### src/rtl/hmc7044_spi_master.sv
`default_nettype none
// ============================================================================
// Module   : hmc7044_spi_master
// Purpose  : Local-bus to 3-wire SPI bridge for the HMC7044 clock chip.
//            Each request sends one 24-bit frame {RNW, 2'b00, ADR[12:0], DATA},
//            MSB first. On reads the SDIO pin is released for the last 8 bits
//            and the returned byte is captured into LB_RDAT.
// Ports    : CLK, RST           - clock, synchronous active-high reset
//            LB_REQ/RNW/ADR/WDAT - request side (REQ held until LB_ACK)
//            LB_RDAT, LB_ACK    - read data, one-cycle completion pulse
//            SPI_CSN/SCLK/SDO/SDO_OE/SDI - 3-wire SPI pins (SDIO split)
//            BUSY               - high while a transaction is in flight
// Revision : 1.0 - initial release
// ============================================================================
module hmc7044_spi_master #(
  parameter int CLK_DIV  = 4,  // SCLK half-period in CLK cycles (2..255)
  parameter int CS_SETUP = 2,  // CSN fall to first SCLK low phase (1..15)
  parameter int CS_HOLD  = 2   // last SCLK fall to CSN rise (1..15)
) (
  input  logic        CLK,
  input  logic        RST,
  input  logic        LB_REQ,
  input  logic        LB_RNW,
  input  logic [14:0] LB_ADR,
  input  logic [7:0]  LB_WDAT,
  output logic [7:0]  LB_RDAT,
  output logic        LB_ACK,
  output logic        SPI_CSN,
  output logic        SPI_SCLK,
  output logic        SPI_SDO,
  output logic        SPI_SDO_OE,
  input  logic        SPI_SDI,
  output logic        BUSY
);

  typedef enum logic [2:0] {
    IDLE  = 3'd0,
    SETUP = 3'd1,
    SHIFT = 3'd2,
    HOLD  = 3'd3,
    DONE  = 3'd4,
    GAP   = 3'd5
  } state_t;

  localparam logic [7:0] DIV_LAST   = 8'(CLK_DIV - 1);
  localparam logic [7:0] SETUP_LAST = 8'(CS_SETUP - 1);
  localparam logic [7:0] HOLD_LAST  = 8'(CS_HOLD - 1);

  state_t      state_q;
  logic [7:0]  cnt_q;     // shared setup / divider / hold counter
  logic [4:0]  bit_q;     // current frame bit, 23 down to 0
  logic [23:0] frame_q;
  logic        rnw_q;
  logic [7:0]  shreg_q;   // read data being assembled, MSB first
  logic        csn_q, sclk_q, sdo_q, oe_q, ack_q, busy_q;
  logic [7:0]  rdat_q;

  logic [23:0] frame_d;
  logic [7:0]  shreg_d;
  logic        unused_adr_hi;

  assign frame_d       = {LB_RNW, 2'b00, LB_ADR[12:0], LB_WDAT};
  assign shreg_d       = {shreg_q[6:0], SPI_SDI};
  assign unused_adr_hi = ^LB_ADR[14:13];

  always_ff @(posedge CLK) begin
    if (RST) begin
      state_q <= IDLE;
      cnt_q   <= 8'd0;
      bit_q   <= 5'd0;
      frame_q <= 24'd0;
      rnw_q   <= 1'b0;
      shreg_q <= 8'd0;
      csn_q   <= 1'b1;
      sclk_q  <= 1'b0;
      sdo_q   <= 1'b0;
      oe_q    <= 1'b0;
      ack_q   <= 1'b0;
      busy_q  <= 1'b0;
      rdat_q  <= 8'd0;
    end else begin
      ack_q <= 1'b0;
      case (state_q)
        IDLE: begin
          if (LB_REQ) begin
            // Latch everything now so later bus changes cannot leak in.
            frame_q <= frame_d;
            rnw_q   <= LB_RNW;
            csn_q   <= 1'b0;
            sdo_q   <= frame_d[23];
            oe_q    <= 1'b1;
            busy_q  <= 1'b1;
            cnt_q   <= 8'd0;
            state_q <= SETUP;
          end
        end
        SETUP: begin
          if (cnt_q == SETUP_LAST) begin
            cnt_q   <= 8'd0;
            bit_q   <= 5'd23;
            state_q <= SHIFT;
          end else begin
            cnt_q <= cnt_q + 8'd1;
          end
        end
        SHIFT: begin
          if (cnt_q != DIV_LAST) begin
            cnt_q <= cnt_q + 8'd1;
          end else begin
            cnt_q <= 8'd0;
            if (!sclk_q) begin
              sclk_q <= 1'b1;
            end else begin
              // Last cycle of the high phase: sample, then fall and advance.
              sclk_q <= 1'b0;
              if (rnw_q && (bit_q < 5'd8)) shreg_q <= shreg_d;
              if (bit_q == 5'd0) begin
                state_q <= HOLD;
              end else begin
                bit_q <= bit_q - 5'd1;
                sdo_q <= frame_q[bit_q - 5'd1];
                // Turn the SDIO line around for the chip's data byte.
                if (rnw_q && (bit_q == 5'd8)) oe_q <= 1'b0;
              end
            end
          end
        end
        HOLD: begin
          if (cnt_q == HOLD_LAST) begin
            cnt_q   <= 8'd0;
            csn_q   <= 1'b1;
            ack_q   <= 1'b1;
            oe_q    <= 1'b0;
            sdo_q   <= 1'b0;
            if (rnw_q) rdat_q <= shreg_q;
            state_q <= DONE;
          end else begin
            cnt_q <= cnt_q + 8'd1;
          end
        end
        DONE: state_q <= GAP;
        GAP: begin
          // Requests are ignored here so a requester dropping REQ one
          // cycle after ACK never triggers a duplicate frame.
          busy_q  <= 1'b0;
          state_q <= IDLE;
        end
        default: state_q <= IDLE;
      endcase
    end
  end

  assign LB_RDAT    = rdat_q;
  assign LB_ACK     = ack_q;
  assign SPI_CSN    = csn_q;
  assign SPI_SCLK   = sclk_q;
  assign SPI_SDO    = sdo_q;
  assign SPI_SDO_OE = oe_q;
  assign BUSY       = busy_q;

endmodule
`default_nettype wire

### config.mk
export PLATFORM = sky130hd
export DESIGN_NAME = hmc7044_spi_master
export DESIGN_NICKNAME = d
export VERILOG_FILES = /design/src/rtl/hmc7044_spi_master.sv
export SDC_FILE = /design/constraint.sdc
export NUM_CORES = 1
export LEC_CHECK = 0
export CAP_MARGIN = 0
export CORE_MARGIN = 3
export CORE_UTILIZATION = 40
export DETAILED_ROUTE_END_ITERATION = 7
export PLACE_DENSITY_LB_ADDON = 0.25
export SYNTH_ARGS = -nofsm -noshare
export SYNTH_HDL_FRONTEND = slang
export SYNTH_SLANG_ARGS = --single-unit
export TNS_END_PERCENT = 100
### constraint.sdc
create_clock -name CLK -period 2.8 [get_ports CLK]
set_input_delay 0.56 -clock CLK [delete_from_list [all_inputs] [get_ports CLK]]
set_output_delay 0.56 -clock CLK [all_outputs]
set_load 0.01 [all_outputs]
== After elaboration in Yosys (flattened, before gate mapping) ==
Cells that the tools add are included.

* Flip-flop bits (word level): 61
* Input port bits: 28
* Output and inout port bits: 14

* $add $sub $neg: 2
* $lt $le $gt $ge: 2
* Eq/ne operators: 16
* Mux-type cells: 36
* Bitwise gates (word level): 2
* Reductions and logical operators: 22

{| class="wikitable"
|+ Operators by type and width
! kind !! count
|-
| two-way mux 8 bit || 3
|-
| case mux 8 bit (3 select lines) || 1
|-
| two-way mux 5 bit || 4
|-
| two-way mux 3 bit || 6
|-
| != test 2 bit (second input constant) || 8
|-
| two-way mux 1 bit || 15
|-
| case mux 3 bit (5 select lines) || 1
|-
| AND reduction 6 bit || 2
|-
| case mux 5 bit (2 select lines) || 1
|-
| adder 8 x 1 -> 8 bit (second input constant) || 1
|-
| == test 8 x 1 -> 1 bit (second input constant) || 1
|-
| != test 8 x 2 -> 1 bit (second input constant) || 1
|-
| AND reduction 2 bit || 4
|-
| AND reduction 7 bit || 1
|-
| == test 3 x 2 -> 1 bit (second input constant) || 2
|-
| == test 3 bit (second input constant) || 2
|-
| less-than comparator 5 x 6 -> 1 bit (second input constant) || 1
|-
| case mux 1 bit (3 select lines) || 2
|-
| AND reduction 3 bit || 2
|-
| nonzero test 2 bit || 3
|-
| nonzero test 3 bit || 2
|-
| binary-select mux 1 bit (select 5 bit) || 1
|-
| == test 5 x 4 -> 1 bit (second input constant) || 1
|-
| logical NOT 5 bit || 1
|-
| other kinds (10) || 14
|}

== Longest topological paths before layout ==
Gate-level depths: netlist of the first run.

* Depth after elaboration: 7
* Mapped depth: 9
* Depth with buffers taken out: 7

== Least setup slack after synthesis of the first run ==
Ideal clock, no wire load.

* Path kind: register to register
* Start: reg bit_q[0]
* End: reg sdo_q (netlist: SPI_SDO)
* Arrival time: 2.307 ns
* Slack: 0.408 ns
* Stages on the path, launching flop included: 10
* Cells stage by stage: dfxtp_1 buf_2 inv_1 ha_1 buf_2 xnor2_1 mux2_2 a311oi_1 a31oi_1 a211oi_1

* Longest elaborated chain between the ends: 7

{| class="wikitable"
|+ Ends and longest elaborated chain
! element !! line !! text
|-
| start, declared || 51 || <nowiki>logic [4:0] bit_q;</nowiki>
|-
| start signal, assigned || 120 || <nowiki>bit_q <= bit_q - 5'd1;</nowiki>
|-
| subtractor 5 x 1 -> 5 bit || 121 || <nowiki>sdo_q <= frame_q[bit_q - 5'd1];</nowiki>
|-
| binary-select mux 1 bit (select 5 bit) || 121 ||
|-
| two-way mux 1 bit (implied by the code) || 121 ||
|-
| two-way mux 1 bit || 117 || <nowiki>if (bit_q == 5'd0) begin</nowiki>
|-
| two-way mux 1 bit || 111 || <nowiki>if (!sclk_q) begin</nowiki>
|-
| two-way mux 1 bit || 107 || <nowiki>if (cnt_q != DIV_LAST) begin</nowiki>
|-
| case mux 1 bit (3 select lines) || 83 || <nowiki>case (state_q)</nowiki>
|-
| end signal, assigned || 90 || <nowiki>sdo_q <= frame_d[23];</nowiki>
|-
| end signal, assigned || 121 ||
|-
| end, declared || 55 || <nowiki>logic csn_q, sclk_q, sdo_q, oe_q, ack_q, busy_q;</nowiki>
|}

Several ways; a longest one is shown, not always the timed one. The select of a mux whose other input is x is not followed.
A chain may end at the register's enable or synchronous reset.

== Worst setup path after layout of the first run ==
* Start: reg bit_q[1]
* End: reg sdo_q (netlist: SPI_SDO)

The elaborated chain is that of the path after synthesis.

==> flow_summary.toml, run 1 <==
[yosys]
top_area_cell_type_share_of_the_netlist_area_pct = 41.5
ys_warn_count = 0
netlist_top_cells_area = "sky130_fd_sc_hd__dfxtp_1 42%, sky130_fd_sc_hd__nand2_1 7.4%, sky130_fd_sc_hd__mux2i_1 6.6%, sky130_fd_sc_hd__a21oi_1 5.2%, sky130_fd_sc_hd__nor2_1 5.2%"
mappedNetlistNets = 361
syn-instance-count = 330
synth_cell_type_count = 62
yosys_register_bits = 60
ys_async_sr_fraction_pct = 0
synth.avg_cell_area_um2 = 8.77
syn_area_um2 = 2890
synth-edff-count = 0
synth_area_leader_cell = "sky130_fd_sc_hd__dfxtp_1"
synth_seq_area_share_pct = 41.5
synthFlopType = "sky130_fd_sc_hd__dfxtp_1"

[layout]
finish.cell_count_without_fillers = 463
filler_cell_count = 687
finish.net_count = 393
finalInstanceArea_um2 = 3510
areaGrowthSynthToFinish_pct = 21.3
drive_above_1_share_pct = 10.9
antenna-diode-count = 0

[cts]
clock_pin_transition_on_the_worst_setup_and_hold_timing_paths_ps = 70
postCtsSetupRepairBufs = 0
cts_buffers = 9
cts.sink_count = 60
cts_hold_buffers = 0
clock_buffer_depth = 2
clk_root_buffer_cell = "sky130_fd_sc_hd__clkbuf_8"
post_cts_resized = 0
cts.htree.levels = 3
worst_skew_pair.late_latency_ps = 330
cts_tree = "done"

[setup_path]
startpoint = "bit_q[1]"
cp_slowest_cell = "sky130_fd_sc_hd__mux4_2"
reg2reg_start = "bit_q[1]"
number_of_stages_on_the_worst_setup_path = 7
worst_setup_path_end_kind = "flip-flop"
timing.critical_path.slowest_cell_delay_ps = 550
path_max_fanout = 10
rrSetupSlack_ps = 600
cell_by_cell_trace_of_the_critical_path = "inv_1, ha_1, mux4_2, nand2_1, o211ai_1, a22oi_1, a211oi_1"
worst-path-buf-inv = 1
regToRegEndpoint = "SPI_SDO"
worst_setup_path_start_kind = "flip-flop"
timing.critical_path.max_delay_family = "multiplexers"
worstSetupEndpoint = "SPI_SDO"
critical_path_arrival_ps = 2390
crit_required_ps = 2990
critPathKind = "flip-flop to flip-flop"
worstRegToRegCells = 7

[global_routing]
grt_first_pass_wirelength_um = 10500
antenna_found_initial = 0
grt_usage_pct = 15.4
grt_max_degree = 56
grt_overflow = 0
first_global_vias = 2251

[place]
place_congestion = 0.806
place.detailed.hpwl_um = 4180
placed_cell_area_um2 = 3310
numPlacedInstances = 447
port_buffer_count = 39

[power_and_ir_drop]
power_density_nw_per_um2 = 592
p_switching_uw = 599
power.static_leakage_uw = 0.00129
vdd.ir_drop.worst_mv = 0.369
power.switching_fraction_pct = 28.8
post-layout-total-power_uw = 2080
power_frac_comb_pct = 16.7
clock_power_share_pct = 37.6
internal_power_uw = 1480
power_frac_seq_pct = 45.7

[floorplan]
num_rows = 30
die_area_um2 = 8290
floorplan.die.width_um = 91.1
vertical_extent_of_the_die_um = 91.1
core_area_um2 = 6910
initial_utilization_pct = 41.9
io_pins = 42

[timing]
timing.final.crit_share_pct = 78.5
finalHoldWorstSlack_ps = 453
rsz0062_at_grt = "false"
final.setup.tns_ps = 0
min_period_ps = 2200
worst_slew_pin_slew_ps = 561
final_max_slew_viol_count = 0
timing.max_slew.rel_slack_pct = 62.6
max_clock_freq_mhz = 455
setup_viol = 0
skew_ps = 9.25
finalHoldViolations = 0

[routing]
dr_total_vias = 2380
antenna_left = 0
detail_route.first_pass.iterations = 6
drt-initial-drc-count = 161
routedWlPerCell_um = 13.2
drt-total-wl_um = 6090
drc_errors = 0
vias_per_cell = 5.14

[flow_run]
drv.max_cap_violation_count = 0

[min_path]
hold_path_class = "flip-flop to flip-flop"

[status]
run_status = "complete, no violations"
==> worst min-delay path by stage <==
stage                      startpoint          end  slack [ps]  depth (start not counted)
after floorplan           frame_q[20]  frame_q[20]         430                          2
after global placement    frame_q[13]  frame_q[13]         440                          2
after detailed placement   frame_q[9]   frame_q[9]         450                          2
after CTS                 frame_q[13]  frame_q[13]         460                          2
after global routing      frame_q[18]  frame_q[18]         480                          2
final                      frame_q[9]   frame_q[9]         450                          2
==> worst reg2reg max path, delay by kind of cell (launching register included) <==
| kind | cells | cell delay [ps] |
|---|---|---|
| AO/OA/AOI/OAI | 3 | 420 |
| adder cells (fa/ha/maj) | 1 | 520 |
| buffers and inverters | 1 | 80 |
| AND/OR/NAND/NOR | 1 | 80 |
| multiplexers | 1 | 550 |
| flip-flops | 1 | 410 |
==> metal layers <==
metal  GRT usage, %  part of all wire, %
met2           23.2                   44
met1           21.0                   50
met5              0                    0
met4           6.78                  1.4
met3           3.56                  4.2
==> state kept, by name, indices dropped and copies added (netlist names), 3 cells and up <==
register,flops
shreg_q,8
bit_q,5
frame_q,22
cnt_q,8
state_q,3
LB_RDAT,8
==> layout by cell type (no fill, tap or decap), types with 2 or more instances in the layout <==
master and count:
sky130_fd_sc_hd__inv_1 5, sky130_fd_sc_hd__a21o_1 2, sky130_fd_sc_hd__buf_4 6, sky130_fd_sc_hd__clkinvlp_4 2
sky130_fd_sc_hd__nand3_1 3, sky130_fd_sc_hd__mux4_2 3, sky130_fd_sc_hd__a31oi_1 7, sky130_fd_sc_hd__nand3b_1 4
sky130_fd_sc_hd__clkbuf_8 9, sky130_fd_sc_hd__clkdlybuf4s50_1 38, sky130_fd_sc_hd__dfxtp_1 60, sky130_fd_sc_hd__nor4b_2 3
sky130_fd_sc_hd__nand2_1 57, sky130_fd_sc_hd__a21oi_1 30, sky130_fd_sc_hd__xor2_1 9, sky130_fd_sc_hd__nand2b_1 3
sky130_fd_sc_hd__nor2b_1 3, sky130_fd_sc_hd__and3_1 2, sky130_fd_sc_hd__nand4_1 6, sky130_fd_sc_hd__o21ai_0 2
sky130_fd_sc_hd__a211oi_1 3, sky130_fd_sc_hd__clkinv_4 2, sky130_fd_sc_hd__nor2_1 40, sky130_fd_sc_hd__ha_1 3
sky130_fd_sc_hd__nor3_1 5, sky130_fd_sc_hd__o22ai_1 2, sky130_fd_sc_hd__mux2i_1 19
==> cells by family after synthesis <==
family,share of synthesized area (%)
AOI/OAI and AO/OA,12.1
and+or+nand+nor,26.8
DFF,41.5
buffers and inverters,5.53
xor gates and xnor gates,3.03
adders and majority gates,1.30
muxes,9.68
==> cell usage after synthesis (all sizes together) (2+ instances only) <==
cell type	count
clkbuf	15
nand2	58
dfxtp	60
o22ai	2
nand4	6
o21ai	3
nor2	40
nor4b	4
a21oi	30
xor2	9
and3	2
inv	5
ha	3
buf	9
a31oi	7
nand3	3
nand2b	3
nor3	7
nor4	3
nor2b	3
mux2i	19
mux4	3
nand3b	5
mux2	2
a211oi	3
a21o	2
==> power by group through the flow <==
stage	registers, uW	logic (uW)	clock network, uW
final	949	348	781
after global routing	958	389	838
after CTS	949	351	797
after detailed placement	968	349	0
after global placement	967	346	0
after floorplan	949	258	0
==> through the flow <==
step	utilization, %	setup slack (ps)
after floorplan	-	408
after global placement	47.9	373
after detailed placement	47.9	375
after CTS	50.8	579
after global routing	50.8	390
final	50.8	601
==> cell type report <==
class                      instances  area [um^2]  share of cell area (%)
multi-input combinational        241         1540                    43.9
clock inverter                     7         76.3                    2.17
sequential                        60         1200                    34.2
clock buffer                       9          124                    3.53
timing repair buffer              45          430                    12.3
inverter                           5         18.8                   0.535
tap                               96          120                    3.42
Note: power is estimated with default switching activity, not from simulation.
==> run 2, diff against run 1 <==
- clock period: 2.8 -> 1.86 ns (I/O delays scaled with it)
==> run 2 against run 1 <==
Compared with the run above: design area rose by 11%; critical path depth down 2; flip-flop and latch count stayed put; non-clock buffer count is 38 higher; sequential power is 49% higher; first-iteration DRC count decreased by 24%; routed wire length increased by 12%; global-route usage is 1.3 points higher; cell count rose by 8.0%; largest cell class unchanged; combinational power is 95% higher.
==> flow_summary.toml, run 2 (same netlist as run 1, synthesis figures left out) <==
[place]
numPlacedInstances = 477
port_buffer_count = 39
place_congestion = 0.833
place.detailed.hpwl_um = 4600
place_ws_ps = -119

[cts]
clock_pin_transition_on_the_worst_setup_and_hold_timing_paths_ps = 70
cts_hold_buffers = 0
worst_skew_pair.late_latency_ps = 340
clock_buffer_depth = 2
cts.sink_count = 60
cts_buffers = 9
cts.htree.levels = 3
cts_tree = "done"
clk_root_buffer_cell = "sky130_fd_sc_hd__clkbuf_8"

[setup_path]
critPathKind = "flip-flop to flip-flop"
cell_by_cell_trace_of_the_critical_path = "or4_4, nor4_4, o31ai_2, a31oi_1, a211oi_1"
worstRegToRegCells = 5
reg2reg_start = "cnt_q[2]"
worst_setup_path_end_kind = "flip-flop"
cp_slowest_cell = "sky130_fd_sc_hd__or4_4"
rrSetupSlack_ps = 0.07
timing.critical_path.max_delay_family = "simple AND/OR/NAND/NOR gates"
worst_setup_path_start_kind = "flip-flop"
crit_required_ps = 2070
path_max_fanout = 4
critical_path_arrival_ps = 2070
worst-path-buf-inv = 0
regToRegEndpoint = "SPI_SDO"
timing.critical_path.slowest_cell_delay_ps = 580

[power_and_ir_drop]
power_density_nw_per_um2 = 830
power.static_leakage_uw = 0.00154
internal_power_uw = 2290
clock_power_share_pct = 35.4
p_switching_uw = 935
vdd.ir_drop.worst_mv = 0.537
power_frac_comb_pct = 21.0
power_frac_seq_pct = 43.6
power.switching_fraction_pct = 29.0

[global_routing]
grt_max_degree = 39
antenna_found_initial = 0
grt_usage_pct = 16.7
grt_first_pass_wirelength_um = 11100
first_global_vias = 2340
grt_overflow = 0

[layout]
antenna-diode-count = 0
drive_above_1_share_pct = 22.0
filler_cell_count = 650
finish.net_count = 431
finish.cell_count_without_fillers = 500
layout_common_cells = "57 x sky130_fd_sc_hd__dfxtp_1, 57 x sky130_fd_sc_hd__nand2_1, 44 x sky130_fd_sc_hd__buf_4"
largest_register = "frame_q"
largest_reg_flops = 22
areaGrowthSynthToFinish_pct = 34.3
fin_util_pct = 56.3

[floorplan]
vertical_extent_of_the_die_um = 91.1
io_pins = 42
core_area_um2 = 6910
num_rows = 30
floorplan.die.width_um = 91.1
initial_utilization_pct = 41.9
die_area_um2 = 8290

[routing]
drc_errors = 0
drt-total-wl_um = 6810
drt-initial-drc-count = 123
detail_route.first_pass.iterations = 4
routedWlPerCell_um = 13.6
antenna_left = 0
dr_total_vias = 2536
vias_per_cell = 5.07

[min_path]
hold_path.startpoint = "frame_q[14]"
hold_path_depth = 2
hold_path_class = "flip-flop to flip-flop"
hold_end = "frame_q[14]"

[timing]
finalHoldWorstSlack_ps = 454
max_clock_freq_mhz = 538
timing.final.crit_share_pct = 100
worst_slew_pin_slew_ps = 453
final_max_slew_viol_count = 0
skew_ps = 10.5
finalHoldViolations = 0
min_period_ps = 1860
setup_viol = 0
final.setup.tns_ps = 0
rsz0062_at_grt = "true"
fin_ws_ps = 0.0737
timing.max_slew.rel_slack_pct = 69.8

[flow_run]
drv.max_cap_violation_count = 0

[status]
run_status = "complete, no violations"
## run 2: cell types whose count changed in the layout (fill, tap and decap cells not counted), sizes merged
| cell | before | now |
|---|---|---|
| buf | 7 | 45 |
| clkbuf | 9 | 11 |
| clkinvlp | 2 | 0 |
| bufinv | 1 | 0 |
## run 2: metal layers
metal	vias to the layer above	wire (um)	share of wire [%]	track usage (%)
li1	1292	-	-	-
met1	1181	3370	50	21.6
met2	57	3110	46	26.1
met3	6	263	3.9	4.47
met4	0	69	1.0	7.29
met5	-	0	0	0
## run 2: worst register-to-register path: cells and delay by family, from the launching register on
kind | cells | cell delay, ps
AOI/OAI and AO/OA | 3 | 390
DFF | 1 | 340
and+or+nand+nor | 2 | 990
## run 2: layout make-up
type	count	area (um^2)	share of cell area, %
repair buffers	83	716	18.4
flip-flops and latches	60	1210	31.1
clock inverters	4	31.3	0.805
multi-input cells	241	1630	41.8
clock buffers	11	163	4.19
inverters	5	21.3	0.547
well taps	96	120	3.09
## run 2: power by group through the flow
stage	Clock, uW	Combinational (uW)	Sequential (uW)
after floorplan	0	426	1430
after global placement	0	635	1430
after detailed placement	0	643	1440
after CTS	1170	646	1410
after global routing	1230	743	1420
final	1140	678	1410
## run 2: stage by stage
step,power (uW),area (um^2)
4_1_cts,3220,3780
2_1_floorplan,1860,2960
5_1_grt,3390,3890
3_5_place_dp,2080,3580
3_3_place_gp,2070,3580
6_report,3230,3890
## run 2: worst max-delay path by stage
stage,start,to,slack [ps],cells after the start
finish,cnt_q[2],SPI_SDO,0.07,5
floorplan,bit_q[0],SPI_SDO,-40,9
global placement,LB_REQ,SPI_SDO,-90,6
CTS,cnt_q[6],bit_q[3],6,5
detailed placement,LB_REQ,SPI_SDO,-120,6
global route,cnt_q[2],bit_q[2],-60,5
## run 2: timing repair
item / in CTS / in global routing
setup buffers: 0 / 8
setup endpoints to repair: 1 / 28
pin swaps: 1 / 14
gates resized for setup: 0 / 10
